==> src/rtl/id_ex_stage.sv <==
// ID/EX pipeline register: captures the decoded control/data bundle for EX,
// inserts bubbles on flush, holds on stall, and sequences the halt drain.
module id_ex_stage #(
    parameter int XLEN       = 32,
    parameter int HALT_DRAIN = 3
) (
    input  logic            clk,
    input  logic            rst_n,
    input  logic            stall,
    input  logic            flush,
    input  logic            id_valid,
    input  logic [1:0]      id_alu_op,
    input  logic            id_branch,
    input  logic            id_mem_read,
    input  logic            id_mem_to_reg,
    input  logic            id_mem_write,
    input  logic            id_alu_src,
    input  logic            id_reg_write,
    input  logic            id_auipc,
    input  logic            id_jal,
    input  logic            id_jalr,
    input  logic            id_halt,
    input  logic [XLEN-1:0] id_pc,
    input  logic [XLEN-1:0] id_rs1_data,
    input  logic [XLEN-1:0] id_rs2_data,
    input  logic [XLEN-1:0] id_imm,
    input  logic [4:0]      id_rs1,
    input  logic [4:0]      id_rs2,
    input  logic [4:0]      id_rd,
    input  logic [2:0]      id_funct3,
    input  logic            id_funct7b5,
    output logic            ex_valid,
    output logic [1:0]      ex_alu_op,
    output logic            ex_branch,
    output logic            ex_mem_read,
    output logic            ex_mem_to_reg,
    output logic            ex_mem_write,
    output logic            ex_alu_src,
    output logic            ex_reg_write,
    output logic            ex_auipc,
    output logic            ex_jal,
    output logic            ex_jalr,
    output logic            ex_halt,
    output logic [XLEN-1:0] ex_pc,
    output logic [XLEN-1:0] ex_rs1_data,
    output logic [XLEN-1:0] ex_rs2_data,
    output logic [XLEN-1:0] ex_imm,
    output logic [4:0]      ex_rs1,
    output logic [4:0]      ex_rs2,
    output logic [4:0]      ex_rd,
    output logic [2:0]      ex_funct3,
    output logic            ex_funct7b5,
    output logic            halt_req,
    output logic            cpu_halted
);

    typedef enum logic [1:0] {
        ST_RUN    = 2'd0,
        ST_DRAIN  = 2'd1,
        ST_HALTED = 2'd2
    } state_e;

    localparam logic [3:0] DRAIN_INIT = 4'(HALT_DRAIN - 1);

    state_e          state_q;
    logic [3:0]      drain_cnt_q;
    logic            halt_req_q;
    logic            cpu_halted_q;

    logic            capture_s;
    logic            bubble_s;
    logic            ctl_en_s;
    logic            start_halt_s;

    logic            ex_valid_q,      ex_valid_d;
    logic [1:0]      ex_alu_op_q,     ex_alu_op_d;
    logic            ex_branch_q,     ex_branch_d;
    logic            ex_mem_read_q,   ex_mem_read_d;
    logic            ex_mem_to_reg_q, ex_mem_to_reg_d;
    logic            ex_mem_write_q,  ex_mem_write_d;
    logic            ex_alu_src_q,    ex_alu_src_d;
    logic            ex_reg_write_q,  ex_reg_write_d;
    logic            ex_auipc_q,      ex_auipc_d;
    logic            ex_jal_q,        ex_jal_d;
    logic            ex_jalr_q,       ex_jalr_d;
    logic            ex_halt_q,       ex_halt_d;
    logic [XLEN-1:0] ex_pc_q,         ex_pc_d;
    logic [XLEN-1:0] ex_rs1_data_q,   ex_rs1_data_d;
    logic [XLEN-1:0] ex_rs2_data_q,   ex_rs2_data_d;
    logic [XLEN-1:0] ex_imm_q,        ex_imm_d;
    logic [4:0]      ex_rs1_q,        ex_rs1_d;
    logic [4:0]      ex_rs2_q,        ex_rs2_d;
    logic [4:0]      ex_rd_q,         ex_rd_d;
    logic [2:0]      ex_funct3_q,     ex_funct3_d;
    logic            ex_funct7b5_q,   ex_funct7b5_d;

    // Update mode: HALTED always bubbles, then flush > stall > load (bubble while draining).
    always_comb begin
        capture_s = 1'b0;
        bubble_s  = 1'b0;
        if (state_q == ST_HALTED) begin
            bubble_s = 1'b1;
        end else if (flush) begin
            bubble_s = 1'b1;
        end else if (stall) begin
            bubble_s = 1'b0;
        end else if (state_q == ST_DRAIN) begin
            bubble_s = 1'b1;
        end else begin
            capture_s = 1'b1;
        end
        ctl_en_s     = capture_s & id_valid;
        start_halt_s = (state_q == ST_RUN) & ctl_en_s & id_halt;
    end

    // Next-state values for the EX register bundle.
    always_comb begin
        ex_valid_d      = ex_valid_q;
        ex_alu_op_d     = ex_alu_op_q;
        ex_branch_d     = ex_branch_q;
        ex_mem_read_d   = ex_mem_read_q;
        ex_mem_to_reg_d = ex_mem_to_reg_q;
        ex_mem_write_d  = ex_mem_write_q;
        ex_alu_src_d    = ex_alu_src_q;
        ex_reg_write_d  = ex_reg_write_q;
        ex_auipc_d      = ex_auipc_q;
        ex_jal_d        = ex_jal_q;
        ex_jalr_d       = ex_jalr_q;
        ex_halt_d       = ex_halt_q;
        ex_pc_d         = ex_pc_q;
        ex_rs1_data_d   = ex_rs1_data_q;
        ex_rs2_data_d   = ex_rs2_data_q;
        ex_imm_d        = ex_imm_q;
        ex_rs1_d        = ex_rs1_q;
        ex_rs2_d        = ex_rs2_q;
        ex_rd_d         = ex_rd_q;
        ex_funct3_d     = ex_funct3_q;
        ex_funct7b5_d   = ex_funct7b5_q;
        if (bubble_s) begin
            ex_valid_d      = 1'b0;
            ex_alu_op_d     = 2'b00;
            ex_branch_d     = 1'b0;
            ex_mem_read_d   = 1'b0;
            ex_mem_to_reg_d = 1'b0;
            ex_mem_write_d  = 1'b0;
            ex_alu_src_d    = 1'b0;
            ex_reg_write_d  = 1'b0;
            ex_auipc_d      = 1'b0;
            ex_jal_d        = 1'b0;
            ex_jalr_d       = 1'b0;
            ex_halt_d       = 1'b0;
            ex_pc_d         = '0;
            ex_rs1_data_d   = '0;
            ex_rs2_data_d   = '0;
            ex_imm_d        = '0;
            ex_rs1_d        = 5'd0;
            ex_rs2_d        = 5'd0;
            ex_rd_d         = 5'd0;
            ex_funct3_d     = 3'd0;
            ex_funct7b5_d   = 1'b0;
        end else if (capture_s) begin
            // Control is qualified by id_valid; data passes through untouched.
            ex_valid_d      = id_valid;
            ex_alu_op_d     = id_alu_op & {2{ctl_en_s}};
            ex_branch_d     = id_branch & ctl_en_s;
            ex_mem_read_d   = id_mem_read & ctl_en_s;
            ex_mem_to_reg_d = id_mem_to_reg & ctl_en_s;
            ex_mem_write_d  = id_mem_write & ctl_en_s;
            ex_alu_src_d    = id_alu_src & ctl_en_s;
            ex_reg_write_d  = id_reg_write & ctl_en_s;
            ex_auipc_d      = id_auipc & ctl_en_s;
            ex_jal_d        = id_jal & ctl_en_s;
            ex_jalr_d       = id_jalr & ctl_en_s;
            ex_halt_d       = id_halt & ctl_en_s;
            ex_pc_d         = id_pc;
            ex_rs1_data_d   = id_rs1_data;
            ex_rs2_data_d   = id_rs2_data;
            ex_imm_d        = id_imm;
            ex_rs1_d        = id_rs1;
            ex_rs2_d        = id_rs2;
            ex_rd_d         = id_rd;
            ex_funct3_d     = id_funct3;
            ex_funct7b5_d   = id_funct7b5;
        end else begin
            ex_valid_d      = ex_valid_q;
        end
    end

    // EX register bundle.
    always_ff @(posedge clk or negedge rst_n) begin
        if (!rst_n) begin
            ex_valid_q      <= 1'b0;
            ex_alu_op_q     <= 2'b00;
            ex_branch_q     <= 1'b0;
            ex_mem_read_q   <= 1'b0;
            ex_mem_to_reg_q <= 1'b0;
            ex_mem_write_q  <= 1'b0;
            ex_alu_src_q    <= 1'b0;
            ex_reg_write_q  <= 1'b0;
            ex_auipc_q      <= 1'b0;
            ex_jal_q        <= 1'b0;
            ex_jalr_q       <= 1'b0;
            ex_halt_q       <= 1'b0;
            ex_pc_q         <= '0;
            ex_rs1_data_q   <= '0;
            ex_rs2_data_q   <= '0;
            ex_imm_q        <= '0;
            ex_rs1_q        <= 5'd0;
            ex_rs2_q        <= 5'd0;
            ex_rd_q         <= 5'd0;
            ex_funct3_q     <= 3'd0;
            ex_funct7b5_q   <= 1'b0;
        end else begin
            ex_valid_q      <= ex_valid_d;
            ex_alu_op_q     <= ex_alu_op_d;
            ex_branch_q     <= ex_branch_d;
            ex_mem_read_q   <= ex_mem_read_d;
            ex_mem_to_reg_q <= ex_mem_to_reg_d;
            ex_mem_write_q  <= ex_mem_write_d;
            ex_alu_src_q    <= ex_alu_src_d;
            ex_reg_write_q  <= ex_reg_write_d;
            ex_auipc_q      <= ex_auipc_d;
            ex_jal_q        <= ex_jal_d;
            ex_jalr_q       <= ex_jalr_d;
            ex_halt_q       <= ex_halt_d;
            ex_pc_q         <= ex_pc_d;
            ex_rs1_data_q   <= ex_rs1_data_d;
            ex_rs2_data_q   <= ex_rs2_data_d;
            ex_imm_q        <= ex_imm_d;
            ex_rs1_q        <= ex_rs1_d;
            ex_rs2_q        <= ex_rs2_d;
            ex_rd_q         <= ex_rd_d;
            ex_funct3_q     <= ex_funct3_d;
            ex_funct7b5_q   <= ex_funct7b5_d;
        end
    end

    // Halt sequencer; the drain counter ignores stall so the drain time is fixed.
    always_ff @(posedge clk or negedge rst_n) begin
        if (!rst_n) begin
            state_q      <= ST_RUN;
            drain_cnt_q  <= 4'd0;
            halt_req_q   <= 1'b0;
            cpu_halted_q <= 1'b0;
        end else begin
            case (state_q)
                ST_RUN: begin
                    if (start_halt_s) begin
                        state_q     <= ST_DRAIN;
                        drain_cnt_q <= DRAIN_INIT;
                        halt_req_q  <= 1'b1;
                    end else begin
                        halt_req_q  <= 1'b0;
                    end
                    cpu_halted_q <= 1'b0;
                end
                ST_DRAIN: begin
                    halt_req_q <= 1'b1;
                    if (drain_cnt_q == 4'd0) begin
                        state_q      <= ST_HALTED;
                        cpu_halted_q <= 1'b1;
                    end else begin
                        drain_cnt_q  <= drain_cnt_q - 4'd1;
                    end
                end
                ST_HALTED: begin
                    halt_req_q   <= 1'b1;
                    cpu_halted_q <= 1'b1;
                end
                default: begin
                    state_q      <= ST_RUN;
                    drain_cnt_q  <= 4'd0;
                    halt_req_q   <= 1'b0;
                    cpu_halted_q <= 1'b0;
                end
            endcase
        end
    end

    assign ex_valid      = ex_valid_q;
    assign ex_alu_op     = ex_alu_op_q;
    assign ex_branch     = ex_branch_q;
    assign ex_mem_read   = ex_mem_read_q;
    assign ex_mem_to_reg = ex_mem_to_reg_q;
    assign ex_mem_write  = ex_mem_write_q;
    assign ex_alu_src    = ex_alu_src_q;
    assign ex_reg_write  = ex_reg_write_q;
    assign ex_auipc      = ex_auipc_q;
    assign ex_jal        = ex_jal_q;
    assign ex_jalr       = ex_jalr_q;
    assign ex_halt       = ex_halt_q;
    assign ex_pc         = ex_pc_q;
    assign ex_rs1_data   = ex_rs1_data_q;
    assign ex_rs2_data   = ex_rs2_data_q;
    assign ex_imm        = ex_imm_q;
    assign ex_rs1        = ex_rs1_q;
    assign ex_rs2        = ex_rs2_q;
    assign ex_rd         = ex_rd_q;
    assign ex_funct3     = ex_funct3_q;
    assign ex_funct7b5   = ex_funct7b5_q;
    assign halt_req      = halt_req_q;
    assign cpu_halted    = cpu_halted_q;

endmodule

==> config.mk <==
export PLATFORM = sky130hd
export DESIGN_NAME = id_ex_stage
export DESIGN_NICKNAME = d
export VERILOG_FILES = /design/src/rtl/id_ex_stage.sv
export SDC_FILE = /design/constraint.sdc
export NUM_CORES = 1
export LEC_CHECK = 0
export CAP_MARGIN = 20
export CORE_AREA = 8 8 121 123
export CTS_CLUSTER_SIZE = 25
export DETAILED_ROUTE_END_ITERATION = 8
export DIE_AREA = 0 0 129 131
export DONT_BUFFER_PORTS = 1
export PLACE_DENSITY = 0.65
export SETUP_SLACK_MARGIN = 0.3
export SLEW_MARGIN = 5
export SYNTH_ARGS = -nofsm -noshare
export SYNTH_HDL_FRONTEND = slang
export SYNTH_SLANG_ARGS = --single-unit
export TNS_END_PERCENT = 100
==> constraint.sdc <==
create_clock -name clk -period 1.8 [get_ports clk]
set_clock_uncertainty 0.15 [all_clocks]
set_input_delay 0.54 -clock clk [delete_from_list [all_inputs] [get_ports clk]]
set_output_delay 0.54 -clock clk [all_outputs]
set_load 0.02 [all_outputs]
==> results.toml <==
[clock_tree]
cts_tree = "yes"
numCtsBuffers = 17
cts-htree-levels = 4
cts_root_buffer = "clkbuf_16"
clock_sinks = 168
clockBufferDepth = 2
cts.reportedPaths.clkPinSlew_ps = 60
clock_latency_ps = 420

[pwr]
seqPwrFrac_pct = 46.2
pwr-share-comb_pct = 21.1
leakagePower_nw = 3.56
p_clk_share_pct = 32.8
p_int_mw = 8.35
p_per_area_mw_per_mm2 = 1490
power_mw = 12.1
ir_worst_vdd_uv = 625
sw_frac_of_total_pct = 30.9
power_switching_mw = 3.74

[sta]
holdWs_ps = -339
relSlewSlack_pct = 78.1
setup_ws_ps = -130
final-hold-violation-count = 168
setup_viol = 122
fmax_ghz = 0.518
worstMarginPinSlew_ps = 329
period_needed_ps = 1930
min_period_over_period_pct = 107
finalSetupTns_ps = -5040
rsz0062_at_grt = "true"
slew_violations = 0

[die]
die_h_um = 131
die_area_mm2 = 0.0169
core_area_mm2 = 0.0129
die_w_um = 129
rows = 42
ios = 326
start_util_pct = 47.2

[placed_design]
dp.cells = 569
dp_slack_ps = -117
hpwl_mm = 12.1
place_congestion = 0.790
portBuffers = 0
postPlaceCellArea_mm2 = 0.00643

[critical_path]
reg2reg_from = "state_q[0]$_DFFE_PN0P_"
cp_cell_sequence = "inv_2, ha_4, buf_6, nor3b_4, buf_6, buf_8, clkbuf_16, a22o_1"
reg2reg_depth = 8
cpPeakStageDelay_ps = 400
endpoint_kind = "flop"
arrival_ps = 2130
cp_max_fo = 7
r2r_end = "ex_rs2_data[16]$_DFFE_PN0P_"
rrSetupSlack_ps = -130
required_ps = 2000
worstSetupPathType = "reg -> reg"
critPathLaunchType = "flop"
critPathSlowestCell = "dfrtp_1"
crit_top_cell = "buf_6"

[synthesis]
syn_avg_cell_area_um2 = 15.0
ys_types = 26
syn_inst = 405
ys.warnings.count = 0
async_reset_ff_share_pct = 100
synth.net_count = 576
synthFlopType = "dfrtp_1"
syn-cell-area_mm2 = 0.00608
yosys-top-cells-area = "dfrtp_1, a22o_1, ha_1"
synth_edf_count = 0
synth-seq-cells = 168
yosysSeqAreaShare_pct = 69.1
yosysTopAreaCell = "dfrtp_1"
synth.top_cell.area_share_pct = 69.1

[route]
antenna_left = 0
drcViolationCount = 0
first_pass_iters = 5
wl_per_cell_um = 32.1
viasPerCell = 6.47
num_vias = 4145
wl_mm = 20.6
drt-initial-drc-count = 322

[finish]
final_area_mm2 = 0.00813
layout-drive-gt1-share_pct = 55.5
final_util_pct = 63.1
layout_common_cells = "a22o_1, dfrtp_2, clkbuf_16"
finalNonFillerCells = 641
fin_nets = 624
syn2layout_area_growth_pct = 33.6
final_common_cell = "a22o_1"
n_antenna_cell = 0

[global_routing]
grt_usage_pct = 20.4
grt_max_degree = 169
grt_antenna_before_repair = 0
overflow = 0
grt_pass1_vias = 4059
grt_pass1_wl_mm = 25.6

[min_path]
min_path_type = "in -> async"

[status]
violations = "negative hold slack, negative setup slack"
status = "finished, violations left"

[flow_run]
maxCapViolations = 0
[Yosys cell counts, types with 2 or more instances]
cell	n
a22o_1	160
buf_2	17
nor2_1	3
ha_1	7
inv_1	6
nand3_1	3
clkbuf_1	14
dfrtp_1	168
buf_1	4
o21ai_0	5
a21o_1	2
a31oi_1	2
[worst max path at each step]
stage / from / slack (ps) / endpoint
global placement: state_q[0]$_DFFE_PN0P_ / -20 / ex_pc[25]$_DFFE_PN0P_
CTS: state_q[0]$_DFFE_PN0P_ / -60 / state_q[0]$_DFFE_PN0P_
floorplan: state_q[1]$_DFFE_PN0P_ / -50 / state_q[0]$_DFFE_PN0P_
detailed placement: state_q[0]$_DFFE_PN0P_ / -120 / ex_imm[21]$_DFFE_PN0P_
global route: state_q[0]$_DFFE_PN0P_ / -200 / ex_rs2_data[16]$_DFFE_PN0P_
finish: state_q[0]$_DFFE_PN0P_ / -130 / ex_rs2_data[16]$_DFFE_PN0P_
[power by group through the flow]
stage | logic, mW | clock network (mW) | registers [mW]
floorplan | 1.25 | 0 | 5.33
global placement | 1.59 | 0 | 5.54
detailed placement | 1.69 | 0 | 5.53
CTS | 1.98 | 4.00 | 5.49
global route | 2.71 | 4.18 | 5.64
finish | 2.55 | 3.96 | 5.58
[what timing repair did]
| action | CTS | global route |
|---|---|---|
| gates resized for setup | 21 | 171 |
| pin swaps | 18 | 22 |
| gates cloned | 4 | 24 |
| setup buffers | 7 | 6 |
| setup endpoints to repair | 330 | 330 |
| hold endpoints to repair | 168 | 168 |
[final cells by class]
| class | instances | area, um2 |
|---|---|---|
| fill | 886 | 4740 |
| clock inverter | 11 | 196 |
| tap | 176 | 220 |
| multi-input combinational | 196 | 1770 |
| timing repair buffer | 64 | 1080 |
| inverter | 6 | 22.5 |
| clock buffer | 20 | 447 |
| sequential | 168 | 4390 |
[worst max-delay path: cells and delay by family, from the launching register on]
| family | cells | cell delay [ps] |
|---|---|---|
| compound gates | 1 | 160 |
| fa+ha+maj | 1 | 170 |
| buf+inv | 5 | 710 |
| flops | 1 | 400 |
| simple gates | 1 | 260 |
[logic make-up after synthesis]
| family | count (synthesis) | synth area share [%] |
|---|---|---|
| AND/OR/NAND/NOR | 13 | 1.60 |
| AO/OA/AOI/OAI | 174 | 24.6 |
| multiplexers | 2 | 0.370 |
| flip-flops | 168 | 69.1 |
| buffers and inverters | 41 | 2.88 |
| adder cells (fa/ha/maj) | 7 | 1.44 |
[routing by layer]
layer / track usage, % / vias up / share of wire [%]
met1: 22.6 / 2168 / 37
met4: 9.40 / 0 / 1.9
met3: 8.93 / 29 / 11
met2: 33.4 / 280 / 51
li1: - / 1668 / -
met5: 0 / - / 0
Power figures use the tool's default switching activity.
